===== src/rtl/pipe_hazard_pkg.sv =====
// rtl/pipe_hazard_pkg.sv - shared types and constants for the destination tracker and bypass consumer
package pipe_hazard_pkg;

   // Default register-address width; the record layout below uses it.
   localparam int REG_W = 5;

   // Register $0: never a real destination, never a hazard source.
   localparam logic [REG_W-1:0] REG_ZERO = '0;

   // Load-use stall sequencer states.
   typedef enum logic {
      RUN  = 1'b0,
      HOLD = 1'b1
   } hold_state_e;

   // ID/EX stage record at the default address width.
   typedef struct packed {
      logic [REG_W-1:0] rs;
      logic [REG_W-1:0] rt;
      logic [REG_W-1:0] rd;
      logic             reg_write;
      logic             mem_read;
   } stage_rec_t;

   // A bubble is an all-zero record: no destination, no write, no load.
   localparam stage_rec_t STAGE_BUBBLE = '0;

   // Bypass mux select codes used by the forwarding consumer.
   localparam logic [1:0] BYP_IDEX  = 2'b00;
   localparam logic [1:0] BYP_WB    = 2'b01;
   localparam logic [1:0] BYP_EXMEM = 2'b10;

endpackage


===== src/rtl/pipe_dest_stage.sv =====
// rtl/pipe_dest_stage.sv - one pipeline stage register with load and bubble controls
module pipe_dest_stage
   import pipe_hazard_pkg::*;
#(
   parameter int W = 1
) (
   input  logic         clk,
   input  logic         reset,
   input  logic         i_load,
   input  logic         i_bubble,
   input  logic [W-1:0] i_d,
   output logic [W-1:0] o_q
);

   logic [W-1:0] r_q;

   // Bubble wins over load so a stall or flush always squashes the slot.
   always_ff @(posedge clk) begin
      if (reset) begin
         r_q <= '0;
      end else if (i_bubble) begin
         r_q <= '0;
      end else if (i_load) begin
         r_q <= i_d;
      end
   end

   assign o_q = r_q;

endmodule


===== src/rtl/pipe_dest_tracker.sv =====
// rtl/pipe_dest_tracker.sv - EX/MEM/WB destination tracker with load-use stall; option PIPE_STALL_STATS_EN adds stall/flush counters
module pipe_dest_tracker
   import pipe_hazard_pkg::*;
#(
   parameter int REG_ADDR_W        = 5,
   parameter int LOAD_STALL_CYCLES = 1
) (
   input  logic                  clk,
   input  logic                  reset,
   input  logic [REG_ADDR_W-1:0] id_rs,
   input  logic [REG_ADDR_W-1:0] id_rt,
   input  logic [REG_ADDR_W-1:0] id_rd,
   input  logic                  id_reg_write,
   input  logic                  id_mem_read,
   input  logic                  flush,
   output logic [REG_ADDR_W-1:0] ID_EX_Rs,
   output logic [REG_ADDR_W-1:0] ID_EX_Rt,
   output logic [REG_ADDR_W-1:0] ID_EX_Rd,
   output logic                  ID_EX_MemRead,
   output logic [REG_ADDR_W-1:0] EX_MEM_Rd,
   output logic                  EX_MEM_RegWrite,
   output logic [REG_ADDR_W-1:0] MEM_WB_Rd,
   output logic                  MEM_WB_RegWrite,
   output logic                  stall
`ifdef PIPE_STALL_STATS_EN
   ,
   output logic [31:0]           stall_cycles,
   output logic [31:0]           flush_count
`endif
);

   localparam int                  REC_W  = 3 * REG_ADDR_W + 2;
   localparam int                  DST_W  = REG_ADDR_W + 1;
   localparam logic [REG_ADDR_W-1:0] W_ZERO = REG_ADDR_W'(REG_ZERO);
   localparam logic [2:0]          HOLD_LOAD = 3'(LOAD_STALL_CYCLES - 1);

   hold_state_e           r_state;
   hold_state_e           w_state_nxt;
   logic [2:0]            r_cnt;
   logic [2:0]            w_cnt_nxt;
   logic                  w_stall;
   logic                  w_bubble;
   logic                  w_hazard;

   logic [REC_W-1:0]      w_id_rec;
   logic [REC_W-1:0]      w_idex_q;
   logic [DST_W-1:0]      w_exmem_q;
   logic [DST_W-1:0]      w_memwb_q;

   logic [REG_ADDR_W-1:0] w_idex_rd;
   logic                  w_idex_rw;
   logic                  w_idex_mr;

   // A write to $0 is dropped here so downstream stages never advertise it.
   assign w_id_rec = {id_rs, id_rt, id_rd,
                      id_reg_write & (id_rd != W_ZERO),
                      id_mem_read};

   assign ID_EX_Rs  = w_idex_q[REC_W-1 -: REG_ADDR_W];
   assign ID_EX_Rt  = w_idex_q[REC_W-1-REG_ADDR_W -: REG_ADDR_W];
   assign w_idex_rd = w_idex_q[REC_W-1-2*REG_ADDR_W -: REG_ADDR_W];
   assign w_idex_rw = w_idex_q[1];
   assign w_idex_mr = w_idex_q[0];

   assign ID_EX_Rd      = w_idex_rd;
   assign ID_EX_MemRead = w_idex_mr;

   assign EX_MEM_Rd       = w_exmem_q[DST_W-1:1];
   assign EX_MEM_RegWrite = w_exmem_q[0];
   assign MEM_WB_Rd       = w_memwb_q[DST_W-1:1];
   assign MEM_WB_RegWrite = w_memwb_q[0];

   // Load in EX whose destination feeds the instruction sitting in ID.
   assign w_hazard = w_idex_mr & (w_idex_rd != W_ZERO) &
                     ((w_idex_rd == id_rs) | (w_idex_rd == id_rt));

   // ID/EX takes a bubble on every stall or flush cycle.
   pipe_dest_stage #(.W(REC_W)) u_idex (
      .clk      (clk),
      .reset    (reset),
      .i_load   (1'b1),
      .i_bubble (w_bubble),
      .i_d      (w_id_rec),
      .o_q      (w_idex_q)
   );

   // Later stages keep draining through a stall.
   pipe_dest_stage #(.W(DST_W)) u_exmem (
      .clk      (clk),
      .reset    (reset),
      .i_load   (1'b1),
      .i_bubble (1'b0),
      .i_d      ({w_idex_rd, w_idex_rw}),
      .o_q      (w_exmem_q)
   );

   pipe_dest_stage #(.W(DST_W)) u_memwb (
      .clk      (clk),
      .reset    (reset),
      .i_load   (1'b1),
      .i_bubble (1'b0),
      .i_d      (w_exmem_q),
      .o_q      (w_memwb_q)
   );

   // Stall sequencer state and remaining-bubble counter.
   always_ff @(posedge clk) begin
      if (reset) begin
         r_state <= RUN;
         r_cnt   <= 3'd0;
      end else begin
         r_state <= w_state_nxt;
         r_cnt   <= w_cnt_nxt;
      end
   end

   // Flush overrides everything; HOLD ignores the hazard and just counts down.
   always_comb begin
      w_state_nxt = r_state;
      w_cnt_nxt   = r_cnt;
      w_stall     = 1'b0;
      w_bubble    = 1'b0;
      if (flush) begin
         w_bubble    = 1'b1;
         w_state_nxt = RUN;
         w_cnt_nxt   = 3'd0;
      end else begin
         case (r_state)
            RUN: begin
               if (w_hazard) begin
                  w_stall  = 1'b1;
                  w_bubble = 1'b1;
                  if (LOAD_STALL_CYCLES > 1) begin
                     w_state_nxt = HOLD;
                     w_cnt_nxt   = HOLD_LOAD;
                  end
               end
            end
            HOLD: begin
               w_stall   = 1'b1;
               w_bubble  = 1'b1;
               w_cnt_nxt = r_cnt - 3'd1;
               if (r_cnt == 3'd1) begin
                  w_state_nxt = RUN;
               end
            end
            default: begin
               w_state_nxt = RUN;
               w_cnt_nxt   = 3'd0;
            end
         endcase
      end
   end

   assign stall = w_stall & ~reset;

`ifdef PIPE_STALL_STATS_EN
   logic [31:0] r_stall_cycles;
   logic [31:0] r_flush_count;

   // Free-running event counters; natural 32-bit wrap.
   always_ff @(posedge clk) begin
      if (reset) begin
         r_stall_cycles <= 32'd0;
         r_flush_count  <= 32'd0;
      end else begin
         if (stall) begin
            r_stall_cycles <= r_stall_cycles + 32'd1;
         end
         if (flush) begin
            r_flush_count <= r_flush_count + 32'd1;
         end
      end
   end

   assign stall_cycles = r_stall_cycles;
   assign flush_count  = r_flush_count;
`endif

endmodule


===== config.mk =====
export PLATFORM = sky130hd
export DESIGN_NAME = pipe_dest_tracker
export DESIGN_NICKNAME = d
export VERILOG_FILES = /design/src/rtl/pipe_hazard_pkg.sv /design/src/rtl/pipe_dest_stage.sv /design/src/rtl/pipe_dest_tracker.sv
export SDC_FILE = /design/constraint.sdc
export NUM_CORES = 1
export LEC_CHECK = 0
export ABC_AREA = 1
export CAP_MARGIN = 25
export CORE_MARGIN = 2
export CORE_UTILIZATION = 40
export CTS_BUF_LIST = sky130_fd_sc_hd__clkbuf_4 sky130_fd_sc_hd__clkbuf_8 sky130_fd_sc_hd__clkbuf_16
export CTS_CLUSTER_SIZE = 8
export DETAILED_ROUTE_END_ITERATION = 8
export PLACE_DENSITY = 0.78
export SLEW_MARGIN = 15
export SYNTH_ARGS = -nofsm -noshare
export SYNTH_HDL_FRONTEND = slang
export SYNTH_SLANG_ARGS = --single-unit
export TNS_END_PERCENT = 20

===== constraint.sdc =====
create_clock -name clk -period 3.45 [get_ports clk]
set_input_delay 0.69 -clock clk [delete_from_list [all_inputs] [get_ports clk]]
set_output_delay 0.69 -clock clk [all_outputs]
set_load 0.005 [all_outputs]

Yosys cells after proc, flatten, opt, wreduce, memory -nomap -nowiden

Cells that the tools add are included.

Register bits after elaboration: 33
Input bits: 20
Output and inout bits: 29
Logic and storage cells: 26

Add/sub/neg operators: 1
Equality and inequality tests: 3
Muxes and demuxes: 5
Bitwise logic cells: 7
Reduce and logical (&&, ||, !) cells: 5

Operator list:

| kind                  | count |
|---|---|
| $eq A5 B5 Y1          | 2 |
| $reduce_bool A5 Y1    | 2 |
| $and A1 B1 Y1         | 4 |
| $mux W1               | 4 |
| $reduce_or A2 Y1      | 2 |
| $eq A3 B1 Y1 const B  | 1 |
| $reduce_or A3 Y1      | 1 |
| $sub A3 B1 Y3 const B | 1 |
| $not A1 Y1            | 2 |
| $pmux W1 S2           | 1 |
| $or A1 B1 Y1          | 1 |

Logic depth before layout (Yosys ltp)

Gate-level depths: netlist (run 1).

Depth after elaboration: 7
Mapped depth: 10
Depth with buffers taken out: 9

Modules after synthesis

Synthesis (run 1) repeated with hierarchy kept, for this count alone.

Cells, all modules: 261
Area total of the unflattened synthesis: 1,646.6 um^2

Modules (own cells, without submodules):

| module                         | times used | cells each | area each (um^2) | sequential area each (um^2) |
|---|---|---|---|---|
| pipe_dest_stage at u_idex      | 1          | 108        | 715.7            | 340.3 |
| pipe_dest_stage at u_exmem ... | 2          | 38         | 255.2            | 120.1 |
| pipe_dest_tracker              | 1          | 77         | 420.4            | 80.1 |

Worst setup path before layout (run 1)

No wires, ideal clock.

Path kind: input port to output port
Start: input id_rs[4]
End: output stall
Arrival: 1.246 ns
Data required time: 2.760 ns
Slack: 1.514 ns
Cell stages on the path: 8
Buffers on the path: 0
Cells stage by stage: inv_1 > nand2_1 > nand2_1 > nor2_1 > nand3_1 > nand2_1 > nand2_2 > a21oi_1

Longest elaborated chain between the ends: 7

RTL lines:

| what               | RTL line                 | RTL |
|---|---|---|
| start: declaration | pipe_dest_tracker.sv:10  | `input logic [REG_ADDR_W-1:0] id_rs,` |
| $eq A5 B5 Y1       | pipe_dest_tracker.sv:75  | `((w_idex_rd == id_rs) \| (w_idex_rd == id_rt));` |
| $or A1 B1 Y1       | pipe_dest_tracker.sv:75  |  |
| $and A1 B1 Y1      | pipe_dest_tracker.sv:74  | `assign w_hazard = w_idex_mr & (w_idex_rd != W_ZERO) &` |
| $mux W1            | pipe_dest_tracker.sv:130 | `if (w_hazard) begin` |
| $pmux W1 S2        | pipe_dest_tracker.sv:128 | `case (r_state)` |
| $mux W1            | pipe_dest_tracker.sv:123 | `if (flush) begin` |
| $and A1 B1 Y1      | pipe_dest_tracker.sv:155 | `assign stall = w_stall & ~reset;` |
| end: declaration   | pipe_dest_tracker.sv:24  | `output logic stall` |

Every way passes these cells.

Final worst setup path (run 1)

Start: input id_rs[3]
End: output stall

The elaborated chain is that of the path after synthesis.

==> results of run 1 <==
-- final timing paths --
kind                    endpoint  slack, ps  cells past startpoint
setup / recovery           stall        430                     10
hold / removal    u_exmem.o_q[0]        420                      2
setup reg to reg  u_idex.o_q[14]       2130                      9
hold reg to reg   u_exmem.o_q[0]        420                      2
-- synthesized netlist by cell type, types with 2 or more instances --
library cell	number	area [um^2]
sky130_fd_sc_hd__dfxtp_1	33	661
sky130_fd_sc_hd__inv_1	33	124
sky130_fd_sc_hd__nor2_1	33	124
sky130_fd_sc_hd__nand2_1	24	90.1
sky130_fd_sc_hd__buf_4	5	37.5
sky130_fd_sc_hd__a21oi_1	4	20.0
sky130_fd_sc_hd__o21ai_0	4	20.0
sky130_fd_sc_hd__nor2_2	3	18.8
sky130_fd_sc_hd__ha_1	2	25.0
sky130_fd_sc_hd__inv_2	2	7.51
sky130_fd_sc_hd__nand3_1	2	10.0
sky130_fd_sc_hd__nand4_1	2	12.5
sky130_fd_sc_hd__xnor2_1	2	17.5
-- per-layer routing --
layer  wire length (um)  GRT usage, %  up-vias  share of wire (%)
li1                   -             -      545                  -
met1                964          15.7      404                 45
met2                953          21.2       38                 45
met5                  0             0        -                  0
met4                 51          7.79        0                2.4
met3                158          6.77        5                7.4
-- worst reg2reg max path: stages (launching register included) --
cell,delay [ps]
sky130_fd_sc_hd__dfxtp_1,400
sky130_fd_sc_hd__inv_1,100
sky130_fd_sc_hd__nand2_1,60
sky130_fd_sc_hd__nand2_1,50
sky130_fd_sc_hd__nor2_1,120
sky130_fd_sc_hd__nand3_1,80
sky130_fd_sc_hd__nand2_1,90
sky130_fd_sc_hd__nand2_2,70
sky130_fd_sc_hd__nand3_4,180
sky130_fd_sc_hd__nor2_1,70
-- logic make-up (layout without fill, tap and decap cells) --
group                      after synthesis  in the layout
xor gates and xnor gates                 2              2
and+or+nand+nor                         66             66
adders and majority gates                2              2
AOI/OAI and AO/OA                       10             10
buffers and inverters                   42             92
DFF                                     33             33
-- registers in the layout, summed over array words and instances (netlist names) --
| register | flops |
|---|---|
| r_cnt | 3 |
| u_idex.o_q | 17 |
| r_state | 1 |
| u_exmem.o_q | 6 |
| u_memwb.o_q | 6 |
-- power by group --
group | switching (mW) | internal, mW | total [mW]
Sequential | 0.00569 | 0.392 | 0.398
Clock | 0.119 | 0.118 | 0.237
Combinational | 0.0325 | 0.0486 | 0.0810
Total | 0.157 | 0.558 | 0.716
-- cell usage in the layout, fill, tap and decap left out --
master,netlist,layout
sky130_fd_sc_hd__nand3_4,1,1
sky130_fd_sc_hd__nand2_2,1,1
sky130_fd_sc_hd__nand3_1,2,2
sky130_fd_sc_hd__nor2_2,3,3
sky130_fd_sc_hd__clkbuf_4,0,5
sky130_fd_sc_hd__nand2_1,24,24
sky130_fd_sc_hd__o21ai_0,4,4
sky130_fd_sc_hd__dfxtp_1,33,33
sky130_fd_sc_hd__a211oi_1,1,1
sky130_fd_sc_hd__clkbuf_8,0,2
sky130_fd_sc_hd__a21oi_1,4,4
sky130_fd_sc_hd__inv_1,33,33
sky130_fd_sc_hd__inv_2,2,2
sky130_fd_sc_hd__buf_4,5,1
sky130_fd_sc_hd__o21ai_1,1,1
sky130_fd_sc_hd__xnor2_1,2,2
sky130_fd_sc_hd__clkdlybuf4s50_1,0,48
sky130_fd_sc_hd__clkinv_2,0,1
sky130_fd_sc_hd__nand4_1,2,2
sky130_fd_sc_hd__nor2_1,33,33
sky130_fd_sc_hd__ha_1,2,2
-- layout make-up --
class,count,area [um^2]
Clock inverter,1,5.00
Fill cell,261,1210
Sequential cell,33,661
Clock buffer,7,65.1
Multi-Input combinational cell,80,374
Timing Repair Buffer,49,488
Tap cell,33,41.3
Inverter,35,131
==> metrics.txt, run 1 <==
# TYPE chip_impl_metric gauge
chip_impl_info{name="status",value="finished, final reports clean"} 1
chip_impl_info{name="critical_path_end_type",value="primary output"} 1
chip_impl_metric{name="cts_buffers",unit=""} 5
chip_impl_metric{name="place.detailed.instances",unit=""} 230
chip_impl_info{name="critical-path-top-cell-by-count",value="sky130_fd_sc_hd__nand2_1"} 1
chip_impl_metric{name="hold_viol_final",unit=""} 0
chip_impl_info{name="path_class",value="input pin to primary output"} 1
chip_impl_metric{name="synthCells",unit=""} 155
chip_impl_metric{name="detail_route.iter0.violations",unit=""} 14
chip_impl_metric{name="maxClockFrequency",unit="MHz"} 331
chip_impl_metric{name="drt_pre_antenna_iters",unit=""} 4
chip_impl_metric{name="finalMaxSlewViolations",unit=""} 0
chip_impl_metric{name="cts_resized",unit=""} 0
chip_impl_metric{name="io-pin-count",unit=""} 49
chip_impl_metric{name="cap_violations",unit=""} 0
chip_impl_metric{name="layout_min_cycle_time",unit="ps"} 3020
chip_impl_metric{name="grt_antenna_before_repair",unit=""} 0
chip_impl_metric{name="core.rowCount",unit=""} 20
chip_impl_metric{name="power",unit="uW"} 716
chip_impl_metric{name="sum_neg_setup_slack",unit="ps"} 0
chip_impl_metric{name="final_nets",unit=""} 226
chip_impl_metric{name="layout.core_utilization",unit="%"} 59.3
chip_impl_metric{name="synth_edf_count",unit=""} 0
chip_impl_metric{name="placement.io_buffers",unit=""} 48
chip_impl_metric{name="holdBufCountCts",unit=""} 0
chip_impl_metric{name="timing_worst_slew_pin_value",unit="ps"} 416
chip_impl_metric{name="ys.warnings.count",unit=""} 0
chip_impl_info{name="critPathTopFamily",value="buffers and inverters"} 1
chip_impl_metric{name="setup_slack_after_layout",unit="ps"} 433
chip_impl_metric{name="critical_path.max_fanout",unit=""} 2
chip_impl_metric{name="postRouteWirelength",unit="um"} 2130
chip_impl_metric{name="multiplexer_share_of_the_synthesized_area",unit="%"} 0
chip_impl_metric{name="remaining_antenna_violation_count_after_routing",unit=""} 0
chip_impl_metric{name="antenna_cells",unit=""} 0
chip_impl_metric{name="gr-usage-all-layers",unit="%"} 13.9
chip_impl_metric{name="grt_pass1_wl",unit="um"} 3480
chip_impl_info{name="cts_tree",value="built"} 1
chip_impl_metric{name="p_per_area",unit="mW/mm^2"} 405
chip_impl_info{name="critical_path.reg2reg.startpoint",value="u_idex.o_q[2]"} 1
chip_impl_metric{name="synth_seq_cells",unit=""} 33
chip_impl_metric{name="finalCritPeriodShare",unit="%"} 87.5
chip_impl_metric{name="total_global_routing_overflow",unit=""} 0
chip_impl_metric{name="synth.yosys.seq_area_share",unit="%"} 54.2
chip_impl_info{name="holdCritPathClass",value="register to register"} 1
chip_impl_info{name="cts.root.buffer_cell",value="sky130_fd_sc_hd__clkbuf_4"} 1
chip_impl_metric{name="floorplan.die.width",unit="um"} 59.2
chip_impl_metric{name="mappedNetlistNets",unit=""} 177
chip_impl_metric{name="syn-mean-instance-area",unit="um^2"} 7.86
chip_impl_info{name="worst_setup_path_startpoint",value="id_rs[3]"} 1
chip_impl_info{name="crit_path_cells",value="clkdlybuf4s50_1 > inv_1 > nand2_1 > nand2_1 > nor2_1 > nand3_1 > nand2_1 > nand2_2 > a21oi_1 > clkdlybuf4s50_1"} 1
chip_impl_metric{name="layout-drive-gt1-share",unit="%"} 7.80
chip_impl_metric{name="placement.cell_area",unit="mm^2"} 0.00170
chip_impl_metric{name="vias_in_the_first_global_route",unit=""} 828
chip_impl_metric{name="gp_congestion",unit=""} 0.769
chip_impl_metric{name="cts.repair_timing.setup_buffer_count",unit=""} 0
chip_impl_metric{name="area_growth",unit="%"} 44.9
chip_impl_metric{name="cp_num_buf_inv",unit=""} 3
chip_impl_metric{name="floorplan.initialDensity",unit="%"} 40.9
chip_impl_metric{name="layout.cell_area.non_filler",unit="mm^2"} 0.00177
chip_impl_metric{name="worst_clock_skew",unit="ps"} 5.76
chip_impl_metric{name="synth_cell_type_count",unit=""} 19
chip_impl_metric{name="compound_gate_fraction_of_synth_area",unit="%"} 4.31
chip_impl_metric{name="synth.cell_area",unit="mm^2"} 0.00122
chip_impl_metric{name="route.vias.total",unit=""} 992
chip_impl_metric{name="drc_errors",unit=""} 0
chip_impl_metric{name="clock_tree.buffer_depth",unit=""} 2
chip_impl_metric{name="finalSetupViolCount",unit=""} 0
chip_impl_metric{name="place_hpwl",unit="um"} 1690
chip_impl_metric{name="drt-vias-per-instance",unit=""} 4.17
chip_impl_info{name="cp-start-kind",value="input pin"} 1
chip_impl_info{name="min-delay-start",value="u_idex.o_q[1]"} 1
chip_impl_metric{name="worst_skew_pair.late_latency",unit="ps"} 320
chip_impl_metric{name="detailedPlace.worstSlack",unit="ps"} 418
chip_impl_metric{name="worst_ir_drop_vdd",unit="uV"} 214
chip_impl_metric{name="ctsHtreeMaxLevel",unit=""} 2
chip_impl_metric{name="clk_transition_reported_paths",unit="ps"} 90
chip_impl_metric{name="fp.coreArea",unit="mm^2"} 0.00298
chip_impl_metric{name="die_area",unit="mm^2"} 0.00350
chip_impl_metric{name="synth-adder-area-share",unit="%"} 2.05
chip_impl_metric{name="synth-xor-area-share",unit="%"} 1.44
chip_impl_info{name="dominant_register_cell_in_the_synthesized_netlist",value="sky130_fd_sc_hd__dfxtp_1"} 1
chip_impl_metric{name="final_cells",unit=""} 238
chip_impl_metric{name="synth-async-reset-ratio",unit="%"} 0
chip_impl_info{name="synth_top_family_by_area",value="simple AND/OR/NAND/NOR gates"} 1
chip_impl_metric{name="worst-endpoint-arrival",unit="ps"} 2330
chip_impl_metric{name="detail_route.wl_per_cell",unit="um"} 8.94
chip_impl_metric{name="static_leakage_power",unit="nW"} 0.793
chip_impl_metric{name="numClockSinks",unit=""} 33
chip_impl_info{name="rsz0062_at_grt",value="false"} 1
chip_impl_metric{name="timing.slew.headroom",unit="%"} 72.2
chip_impl_metric{name="worst_ep_required_time",unit="ps"} 2760
chip_impl_metric{name="die_height",unit="um"} 59.2
chip_impl_metric{name="synth_simple_gate_area_share",unit="%"} 22.9
chip_impl_metric{name="critPathMaxStageDelay",unit="ps"} 520
chip_impl_metric{name="hold_slack_final",unit="ps"} 419
chip_impl_info{name="cp_slowest_cell",value="sky130_fd_sc_hd__clkdlybuf4s50_1"} 1
chip_impl_metric{name="pin_count_of_the_biggest_net_entering_global_routing",unit=""} 18
No activity file was read; power rests on OpenSTA's default activity.
==> run 2: changes to the inputs <==
Settings changed: PLACE_DENSITY 0.78 to 0.75.
==> run 2 against run 1 <==
Critical path depth did not move. Sequential share of layout area rose by 0.32 points. Worst hold slack got worse by 3.6 ps. Fmax rose by 0.19%. Setup slack improved by 5.7 ps. Routed wire length rose by 19%. First-iteration DRC count rose by 36%. Count of clock-buffer cells in the layout fell by 2. Utilization fell by 0.50 points. Sequential cell count did not move. Largest power group unchanged. Highest routed layer unchanged.
==> metrics.txt, run 2 (synthesis gave the netlist of run 1 again) <==
# TYPE chip_impl_metric gauge
chip_impl_info{name="status",value="finished, final reports clean"} 1
chip_impl_metric{name="io-pin-count",unit=""} 49
chip_impl_metric{name="gr-usage-all-layers",unit="%"} 16.4
chip_impl_metric{name="worst_skew_pair.late_latency",unit="ps"} 330
chip_impl_metric{name="fp.coreArea",unit="mm^2"} 0.00298
chip_impl_metric{name="route.vias.total",unit=""} 1038
chip_impl_metric{name="hold_viol_final",unit=""} 0
chip_impl_metric{name="cts.repair_timing.setup_buffer_count",unit=""} 0
chip_impl_metric{name="cts_resized",unit=""} 0
chip_impl_metric{name="postRouteWirelength",unit="um"} 2530
chip_impl_info{name="cts_tree",value="built"} 1
chip_impl_info{name="crit_path_cells",value="clkdlybuf4s50_1 > inv_1 > nand2_1 > nand2_1 > nor2_1 > nand3_1 > nand2_1 > nand2_2 > a21oi_1 > clkdlybuf4s50_1"} 1
chip_impl_metric{name="layout.core_utilization",unit="%"} 58.8
chip_impl_metric{name="sum_neg_setup_slack",unit="ps"} 0
chip_impl_metric{name="static_leakage_power",unit="nW"} 0.783
chip_impl_metric{name="place_hpwl",unit="um"} 2050
chip_impl_metric{name="total_global_routing_overflow",unit=""} 0
chip_impl_metric{name="numClockSinks",unit=""} 33
chip_impl_info{name="layout_commonest_cell",value="sky130_fd_sc_hd__clkdlybuf4s50_1"} 1
chip_impl_metric{name="worst-endpoint-arrival",unit="ps"} 2320
chip_impl_metric{name="final_nets",unit=""} 226
chip_impl_info{name="cp-start-kind",value="input pin"} 1
chip_impl_metric{name="grt_antenna_before_repair",unit=""} 0
chip_impl_metric{name="grt_pass1_wl",unit="um"} 4190
chip_impl_metric{name="worst_clock_skew",unit="ps"} 4.42
chip_impl_metric{name="drt_pre_antenna_iters",unit=""} 4
chip_impl_info{name="holdCritPathClass",value="register to register"} 1
chip_impl_metric{name="finalSetupViolCount",unit=""} 0
chip_impl_metric{name="clock_tree.buffer_depth",unit=""} 2
chip_impl_metric{name="core.rowCount",unit=""} 20
chip_impl_info{name="critical_path_end_type",value="primary output"} 1
chip_impl_info{name="critPathTopFamily",value="buffers and inverters"} 1
chip_impl_metric{name="cp_num_buf_inv",unit=""} 3
chip_impl_info{name="cts.root.buffer_cell",value="sky130_fd_sc_hd__clkbuf_4"} 1
chip_impl_metric{name="detail_route.iter0.violations",unit=""} 19
chip_impl_metric{name="filler_instances",unit=""} 298
chip_impl_metric{name="critical_path.max_fanout",unit=""} 2
chip_impl_metric{name="timing_worst_slew_pin_value",unit="ps"} 402
chip_impl_metric{name="gp_congestion",unit=""} 0.792
chip_impl_metric{name="finalCritPeriodShare",unit="%"} 87.3
chip_impl_metric{name="p_per_area",unit="mW/mm^2"} 392
chip_impl_metric{name="remaining_antenna_violation_count_after_routing",unit=""} 0
chip_impl_info{name="path_class",value="input pin to primary output"} 1
chip_impl_metric{name="clk_transition_reported_paths",unit="ps"} 100
chip_impl_metric{name="power",unit="uW"} 686
chip_impl_metric{name="max_reg_flops",unit=""} 17
chip_impl_metric{name="detail_route.wl_per_cell",unit="um"} 10.6
chip_impl_info{name="cp_slowest_cell",value="sky130_fd_sc_hd__clkdlybuf4s50_1"} 1
chip_impl_metric{name="critPathMaxStageDelay",unit="ps"} 510
chip_impl_metric{name="reg2reg_slack",unit="ps"} 2110
chip_impl_metric{name="antenna_cells",unit=""} 0
chip_impl_info{name="rsz0062_at_grt",value="false"} 1
chip_impl_metric{name="cap_violations",unit=""} 0
chip_impl_metric{name="die_height",unit="um"} 59.2
chip_impl_info{name="most-common-layout-cells",value="sky130_fd_sc_hd__clkdlybuf4s50_1 (48), sky130_fd_sc_hd__inv_1 (33), sky130_fd_sc_hd__nor2_1 (33), sky130_fd_sc_hd__dfxtp_1 (33), sky130_fd_sc_hd__nand2_1 (24)"} 1
chip_impl_metric{name="timing.slew.headroom",unit="%"} 73.1
chip_impl_metric{name="die_area",unit="mm^2"} 0.00350
chip_impl_metric{name="ctsHtreeMaxLevel",unit=""} 2
chip_impl_metric{name="worst_ir_drop_vdd",unit="uV"} 203
chip_impl_metric{name="drt-vias-per-instance",unit=""} 4.36
chip_impl_metric{name="placement.io_buffers",unit=""} 48
chip_impl_metric{name="vias_in_the_first_global_route",unit=""} 1010
chip_impl_metric{name="area_growth",unit="%"} 43.6
chip_impl_metric{name="maxClockFrequency",unit="MHz"} 332
chip_impl_metric{name="layout-drive-gt1-share",unit="%"} 7.80
chip_impl_metric{name="pin_count_of_the_biggest_net_entering_global_routing",unit=""} 18
chip_impl_metric{name="drc_errors",unit=""} 0
chip_impl_metric{name="worst_ep_required_time",unit="ps"} 2760
chip_impl_metric{name="cts_buffers",unit=""} 5
chip_impl_metric{name="finalMaxSlewViolations",unit=""} 0
chip_impl_metric{name="floorplan.initialDensity",unit="%"} 40.9
chip_impl_metric{name="holdBufCountCts",unit=""} 0
chip_impl_info{name="critical-path-top-cell-by-count",value="sky130_fd_sc_hd__nand2_1"} 1
chip_impl_metric{name="layout_min_cycle_time",unit="ps"} 3010
chip_impl_metric{name="floorplan.die.width",unit="um"} 59.2
## run 2: power by group
group / total [mW] / switching [mW] / internal, mW
Clock: 0.206 / 0.129 / 0.0767
Combinational: 0.0818 / 0.0333 / 0.0485
Sequential: 0.398 / 0.00612 / 0.392
## run 2: layout make-up
class	instances	area (um^2)	area share (%)
flip-flops and latches	33	661	37.7
clock inverters	3	17.5	1.00
repair buffers	49	488	27.9
multi-input cells	80	374	21.4
clock buffers	5	37.5	2.14
well taps	33	41.3	2.36
inverters	35	131	7.51
## run 2: metrics by stage
step	hold slack (ps)	instances	instance area, um^2	setup slack [ps]
after floorplan	388	155	1220	1510
after global placement	409	230	1700	436
after detailed placement	411	230	1700	429
after CTS	424	238	1750	425
after global routing	438	238	1750	274
final	416	238	1750	439
## run 2: worst paths after layout
path | from | end | cells past startpoint
max | id_rt[4] | stall | 10
min | u_idex.o_q[1] | u_exmem.o_q[0] | 2
max reg2reg | u_idex.o_q[2] | u_idex.o_q[13] | 9
min reg2reg | u_idex.o_q[1] | u_exmem.o_q[0] | 2
## run 2: tightest hold or removal path: stages, from the launching register on
cell and delay (ps):
sky130_fd_sc_hd__dfxtp_1 310, sky130_fd_sc_hd__inv_1 50, sky130_fd_sc_hd__nor2_1 30
## run 2: metal layers
metal	share of wire, %	global-route usage, %	up-vias
met5	0	0	-
met4	2.1	7.79	0
met1	40	16.3	455
met3	7.3	6.11	5
met2	51	29.8	35
li1	-	-	543
